$ cat config.mk
export PLATFORM = sky130hd
export DESIGN_NAME = forward_ctrl_flat
export DESIGN_NICKNAME = d
export VERILOG_FILES = /design/src/rtl/forward_ctrl_pkg.sv /design/src/rtl/forward_ctrl_if.sv /design/src/rtl/fwd_stage_reg.sv /design/src/rtl/forward_ctrl.sv /design/src/flat_wrapper.sv
export SDC_FILE = /design/constraint.sdc
export NUM_CORES = 1
export LEC_CHECK = 0
export BUFFER_PORTS_ARGS = -buffer_cell sky130_fd_sc_hd__buf_4
export CAP_MARGIN = 20
export CORE_ASPECT_RATIO = 0.6
export CORE_UTILIZATION = 35
export DETAILED_ROUTE_END_ITERATION = 12
export GPL_ROUTABILITY_DRIVEN = 0
export MAX_ROUTING_LAYER = met4
export PLACE_DENSITY_LB_ADDON = 0.12
export SLEW_MARGIN = 20
export SYNTH_ARGS = -nofsm -noshare
export SYNTH_HDL_FRONTEND = slang
export SYNTH_HIERARCHICAL = 1
export SYNTH_SLANG_ARGS = --single-unit
$ cat constraint.sdc
create_clock -name clk -period 2 [get_ports clk]
set_input_delay 0.4 -clock clk [delete_from_list [all_inputs] [get_ports clk]]
set_output_delay 0.4 -clock clk [all_outputs]
set_load 0.01 [all_outputs]
$ cat src/rtl/forward_ctrl_pkg.sv
// Shared encodings and the per-stage instruction record for the forwarding/hazard unit.
// Records carry register fields at REC_AW bits; narrower REG_AW values are zero-extended.
package forward_ctrl_pkg;

  localparam int REC_AW = 8;

  localparam logic [1:0] FWD_REG = 2'b00;
  localparam logic [1:0] FWD_WB  = 2'b01;
  localparam logic [1:0] FWD_MEM = 2'b10;

  typedef struct packed {
    logic              valid;
    logic [REC_AW-1:0] rs1;
    logic [REC_AW-1:0] rs2;
    logic [REC_AW-1:0] rd;
    logic              regwrite;
    logic              memread;
  } stage_rec_t;

  localparam stage_rec_t BUBBLE = '0;

  // True when a stage will write rs with a usable result (x0 never counts).
  function automatic logic produces(input stage_rec_t s, input logic [REC_AW-1:0] rs);
    return s.valid && s.regwrite && (s.rd != '0) && (s.rd == rs);
  endfunction

  function automatic logic [1:0] fwd_sel(input stage_rec_t ex, input stage_rec_t mem,
                                         input stage_rec_t wb, input logic [REC_AW-1:0] rs);
    if (!ex.valid)            return FWD_REG;
    else if (produces(mem, rs)) return FWD_MEM;
    else if (produces(wb, rs))  return FWD_WB;
    else                        return FWD_REG;
  endfunction

endpackage

$ cat src/rtl/forward_ctrl_if.sv
// ID-side request and EX-side forwarding/stall response bundle.
interface forward_ctrl_if #(
  parameter int REG_AW = 5,
  parameter int CNT_W  = 16
);
  logic              id_valid;
  logic [REG_AW-1:0] id_rs1;
  logic [REG_AW-1:0] id_rs2;
  logic              id_use_rs1;
  logic              id_use_rs2;
  logic [REG_AW-1:0] id_rd;
  logic              id_regwrite;
  logic              id_memread;
  logic              ex_flush;
  logic [1:0]        fwd_a_sel;
  logic [1:0]        fwd_b_sel;
  logic              stall;
  logic [CNT_W-1:0]  stall_count;

  modport master (
    output id_valid, id_rs1, id_rs2, id_use_rs1, id_use_rs2, id_rd,
           id_regwrite, id_memread, ex_flush,
    input  fwd_a_sel, fwd_b_sel, stall, stall_count
  );

  modport slave (
    input  id_valid, id_rs1, id_rs2, id_use_rs1, id_use_rs2, id_rd,
           id_regwrite, id_memread, ex_flush,
    output fwd_a_sel, fwd_b_sel, stall, stall_count
  );
endinterface

$ cat src/rtl/fwd_stage_reg.sv
// One pipeline stage record: loads the incoming record or a bubble, async-cleared.
module fwd_stage_reg
  import forward_ctrl_pkg::*;
(
  input  logic       clk,
  input  logic       rst_n,
  input  logic       load,
  input  stage_rec_t d,
  output stage_rec_t q
);

  always_ff @(posedge clk or negedge rst_n) begin
    if (!rst_n) q <= BUBBLE;
    else        q <= load ? d : BUBBLE;
  end

endmodule

$ cat src/rtl/forward_ctrl.sv
// EX/MEM/WB record tracking with operand-forward selects, load-use stall and a
// saturating stall counter.
module forward_ctrl
  import forward_ctrl_pkg::*;
#(
  parameter int REG_AW = 5,
  parameter int CNT_W  = 16
) (
  input logic           clk,
  input logic           rst_n,
  forward_ctrl_if.slave bus
);

  localparam int STAGES = 3;

  stage_rec_t [STAGES-1:0] stg_d, stg_q;
  logic       [STAGES-1:0] stg_ld;
  stage_rec_t              id_rec, ex_q, mem_q, wb_q;
  logic                    stall, hit1, hit2;
  logic       [CNT_W-1:0]  cnt;
  logic       [1:0]        sel_a, sel_b;

  // Unused source fields are zeroed so they can never match a producer;
  // this is what keeps a non-reading instruction from forwarding a load.
  always_comb begin
    id_rec          = BUBBLE;
    id_rec.valid    = bus.id_valid;
    id_rec.rs1      = bus.id_use_rs1 ? REC_AW'(bus.id_rs1) : '0;
    id_rec.rs2      = bus.id_use_rs2 ? REC_AW'(bus.id_rs2) : '0;
    id_rec.rd       = REC_AW'(bus.id_rd);
    id_rec.regwrite = bus.id_regwrite;
    id_rec.memread  = bus.id_memread;
  end

  assign ex_q  = stg_q[0];
  assign mem_q = stg_q[1];
  assign wb_q  = stg_q[2];

  assign hit1  = bus.id_use_rs1 && (REC_AW'(bus.id_rs1) == ex_q.rd);
  assign hit2  = bus.id_use_rs2 && (REC_AW'(bus.id_rs2) == ex_q.rd);
  assign stall = !bus.ex_flush && bus.id_valid && ex_q.valid && ex_q.memread &&
                 (ex_q.rd != '0) && (hit1 || hit2);

  assign stg_d  = {mem_q, ex_q, id_rec};
  assign stg_ld = {1'b1, 1'b1, bus.id_valid && !stall && !bus.ex_flush};

  for (genvar g = 0; g < STAGES; g++) begin : g_stg
    fwd_stage_reg u_stg (
      .clk  (clk),
      .rst_n(rst_n),
      .load (stg_ld[g]),
      .d    (stg_d[g]),
      .q    (stg_q[g])
    );
  end

  // Selects depend only on registered records; no ID-to-select path.
  assign sel_a = fwd_sel(ex_q, mem_q, wb_q, ex_q.rs1);
  assign sel_b = fwd_sel(ex_q, mem_q, wb_q, ex_q.rs2);

  always_ff @(posedge clk or negedge rst_n) begin
    if (!rst_n)                   cnt <= '0;
    else if (stall && cnt != '1)  cnt <= cnt + CNT_W'(1);
  end

  assign bus.fwd_a_sel   = sel_a;
  assign bus.fwd_b_sel   = sel_b;
  assign bus.stall       = stall;
  assign bus.stall_count = cnt;

  a_no_rsvd: assert property (@(posedge clk) disable iff (!rst_n)
    sel_a != 2'b11 && sel_b != 2'b11);

  a_no_load_fwd: assert property (@(posedge clk) disable iff (!rst_n)
    (sel_a == FWD_MEM || sel_b == FWD_MEM) |-> !mem_q.memread);

endmodule

$ cat src/flat_wrapper.sv
// flat-port wrapper written by rule: the top's interface ports become plain ports
module forward_ctrl_flat import forward_ctrl_pkg::*;
#(
  parameter int REG_AW = 5,
  parameter int CNT_W  = 16
)
  (clk, rst_n, bus_id_valid, bus_id_rs1, bus_id_rs2, bus_id_use_rs1, bus_id_use_rs2, bus_id_rd, bus_id_regwrite, bus_id_memread, bus_ex_flush, bus_fwd_a_sel, bus_fwd_b_sel, bus_stall, bus_stall_count);
  forward_ctrl_if #(.REG_AW(REG_AW), .CNT_W(CNT_W)) bus_i ();
  input logic clk;
  input logic rst_n;
  input wire logic [$bits(bus_i.id_valid)-1:0] bus_id_valid;
  input wire logic [$bits(bus_i.id_rs1)-1:0] bus_id_rs1;
  input wire logic [$bits(bus_i.id_rs2)-1:0] bus_id_rs2;
  input wire logic [$bits(bus_i.id_use_rs1)-1:0] bus_id_use_rs1;
  input wire logic [$bits(bus_i.id_use_rs2)-1:0] bus_id_use_rs2;
  input wire logic [$bits(bus_i.id_rd)-1:0] bus_id_rd;
  input wire logic [$bits(bus_i.id_regwrite)-1:0] bus_id_regwrite;
  input wire logic [$bits(bus_i.id_memread)-1:0] bus_id_memread;
  input wire logic [$bits(bus_i.ex_flush)-1:0] bus_ex_flush;
  output wire logic [$bits(bus_i.fwd_a_sel)-1:0] bus_fwd_a_sel;
  output wire logic [$bits(bus_i.fwd_b_sel)-1:0] bus_fwd_b_sel;
  output wire logic [$bits(bus_i.stall)-1:0] bus_stall;
  output wire logic [$bits(bus_i.stall_count)-1:0] bus_stall_count;
  assign bus_i.id_valid = bus_id_valid;
  assign bus_i.id_rs1 = bus_id_rs1;
  assign bus_i.id_rs2 = bus_id_rs2;
  assign bus_i.id_use_rs1 = bus_id_use_rs1;
  assign bus_i.id_use_rs2 = bus_id_use_rs2;
  assign bus_i.id_rd = bus_id_rd;
  assign bus_i.id_regwrite = bus_id_regwrite;
  assign bus_i.id_memread = bus_id_memread;
  assign bus_i.ex_flush = bus_ex_flush;
  assign bus_fwd_a_sel = bus_i.fwd_a_sel;
  assign bus_fwd_b_sel = bus_i.fwd_b_sel;
  assign bus_stall = bus_i.stall;
  assign bus_stall_count = bus_i.stall_count;
  forward_ctrl #(.REG_AW(REG_AW), .CNT_W(CNT_W)) u_core (.clk(clk), .rst_n(rst_n), .bus(bus_i));
endmodule
==> run_results.csv <==
group,metric,value,unit
run_status,status,"complete, but fails checks",
run_status,failed_checks,"setup timing",
routing,wl_per_cell,16.0,um
power,max-vdd-ir-drop,0.515,mV
placed_design,place_inst,446,
clock_tree,clk_pin_slew,60,ps
placed_design,dp_hpwl,5370,um
routing,final_antenna_net_count,0,
global_route,grt_usage,18.4,%
worst_hold_path,hold_path.class,"input pin to asynchronous set/reset pin",
floorplan,pin_count,44,
floorplan,num_rows,26,
cells_and_area,diodes,0,
clock_tree,cts_tree,"built",
logic_synthesis,synth.avg_cell_area,11.7,um2
global_route,antenna_found_initial,0,
timing,max_freq,0.479,GHz
floorplan,die_area,9310,um2
global_route,grt_overflow_total,0,
timing,setup-violations-final,2,
critical_path,worstSetupStartpointType,"register",
power,p_leak,2.03,nW
critical_path,endpoint_kind,"output pin",
routing,wl,7550,um
logic_synthesis,syn-instance-count,266,
critical_path,crit_type,"register to output pin",
routing,dr.pass1.iters,4,
placed_design,port-buffer-count,43,
cells_and_area,final_cells,473,
power,p_total,3.43,mW
timing,fin_crit_sh,104,%
clock_tree,cts-htree-levels,3,
critical_path,cp_max_fo,2,
floorplan,die_x,124,um
cells_and_area,layout.nets,380,
run,cap_violations,0,
placed_design,place_ws,-320,ps
timing,clock_skew,7.15,ps
routing,route.detailed.drc,0,
routing,vias,2193,
clock_tree,clk_latency,330,ps
global_route,grt_max_degree,34,
logic_synthesis,syn_area,3120,um2
cells_and_area,area_growth,37.6,%
cells_and_area,fillerInstances,809,
critical_path,cp.arrival,1690,ps
floorplan,coreArea,8590,um2
power,p_per_area,799,nW/um2
logic_synthesis,ys_warn_count,6,
timing,fin_crit,2090,ps
timing,fin_ws,-89.3,ps
clock_tree,clkSinkCount,63,
clock_tree,clockBufferDepth,2,
floorplan,start_util,36.3,%
routing,vias_per_cell,4.64,
clock_tree,postCtsHoldBufs,0,
cells_and_area,layout-drive-gt1-share,45.4,%
clock_tree,cts-buffers-inserted,9,
global_route,grt_pass1_wl,11700,um
floorplan,die_h,75.2,um
global_route,grt_pass1_vias,2104,
timing,rsz0062_at_grt,"true",
timing,hold_viol,0,
critical_path,crit_required,1600,ps
clock_tree,cts_root_buf,"clkbuf_16",
timing,fin_hold_ws,4.60,ps
routing,first_iter_violations,140,
timing,slew_viol_final,0,
==> power by group <==
part | switching (mW) | internal, mW | total (mW)
clock | 0.582 | 1.26 | 1.84
sequential | 0.0313 | 1.30 | 1.33
combinational | 0.118 | 0.137 | 0.255
total | 0.731 | 2.70 | 3.43
==> worst paths after layout <==
kind	slack [ps]	endpoint	from	depth (start not counted)
worst max-delay path	-90	bus_stall	u_core/g_stg[0].u_stg/q[2]	5
worst min-delay path	5	u_core/g_stg[2].u_stg/q[4]	rst_n	1
worst max register to register	30	u_core/g_stg[0].u_stg/q[18]	u_core/g_stg[0].u_stg/q[2]	8
worst min register to register	470	u_core/g_stg[1].u_stg/q[1]	u_core/g_stg[0].u_stg/q[1]	1
max in group asynchronous	1450	u_core/g_stg[1].u_stg/q[2]	rst_n	2
min in group clk	280	u_core/g_stg[0].u_stg/q[3]	bus_id_rd[1]	2
==> per-stage QoR <==
step                      setup TNS [ps]  utilization (%)  area (um2)
after floorplan                     -454                -        3190
after global placement             -4790             43.4        3720
after detailed placement           -5430             43.4        3720
after CTS                           -216             48.9        4200
after global routing                -893             50.0        4300
final                               -172             50.0        4300
==> worst max-delay path: stages (launching register included) <==
cell and delay [ps]:
dfrtp_1 380, or4_4 550, nor2_4 130, nor2_4 40
and2_4 150, buf_6 110
==> layer usage <==
layer,GRT usage (%),wire [um],vias to the layer above
li1,-,-,1070
met1,28.3,4130,1066
met2,21.1,2890,50
met3,6.82,471,7
met4,5.56,57,0
met5,-,0,-
==> sequential cells by signal, summed over array words and instances, names as in the netlist <==
signal	count
u_core/g_stg.u_stg/q	47
u_core/bus.stall_count	16
==> placed cells by master (no fill, tap or decap), types with 3 or more instances in the layout <==
cell type / n
buf_4: 65
dfrtp_1: 52
and2_2: 38
xnor2_1: 35
and2_1: 21
nand4_1: 18
conb_1: 17
xor2_1: 16
dfrtp_2: 11
clkbuf_16: 9
nand3_1: 7
nand2_1: 5
nor4_1: 5
and3_1: 5
nor2_1: 5
xnor2_2: 4
bufinv_16: 3
buf_6: 3
a21oi_1: 3
nand4b_1: 3
==> final cells by class <==
type | instances | area (um2) | share of cell area [%]
multi-input cells | 211 | 1640 | 38.3
flip-flops and latches | 63 | 1590 | 37.0
repair buffers | 70 | 562 | 13.1
clock buffers | 10 | 239 | 5.56
well taps | 112 | 140 | 3.26
clock inverters | 6 | 116 | 2.71
inverters | 1 | 3.75 | 0.0874
==> repair_timing <==
action	CTS	global route
setup buffers	9	1
gates resized for setup	7	21
gates cloned	1	0
setup endpoints to repair	23	21
pin swaps	11	17
(Power assumes the default switching activity.)
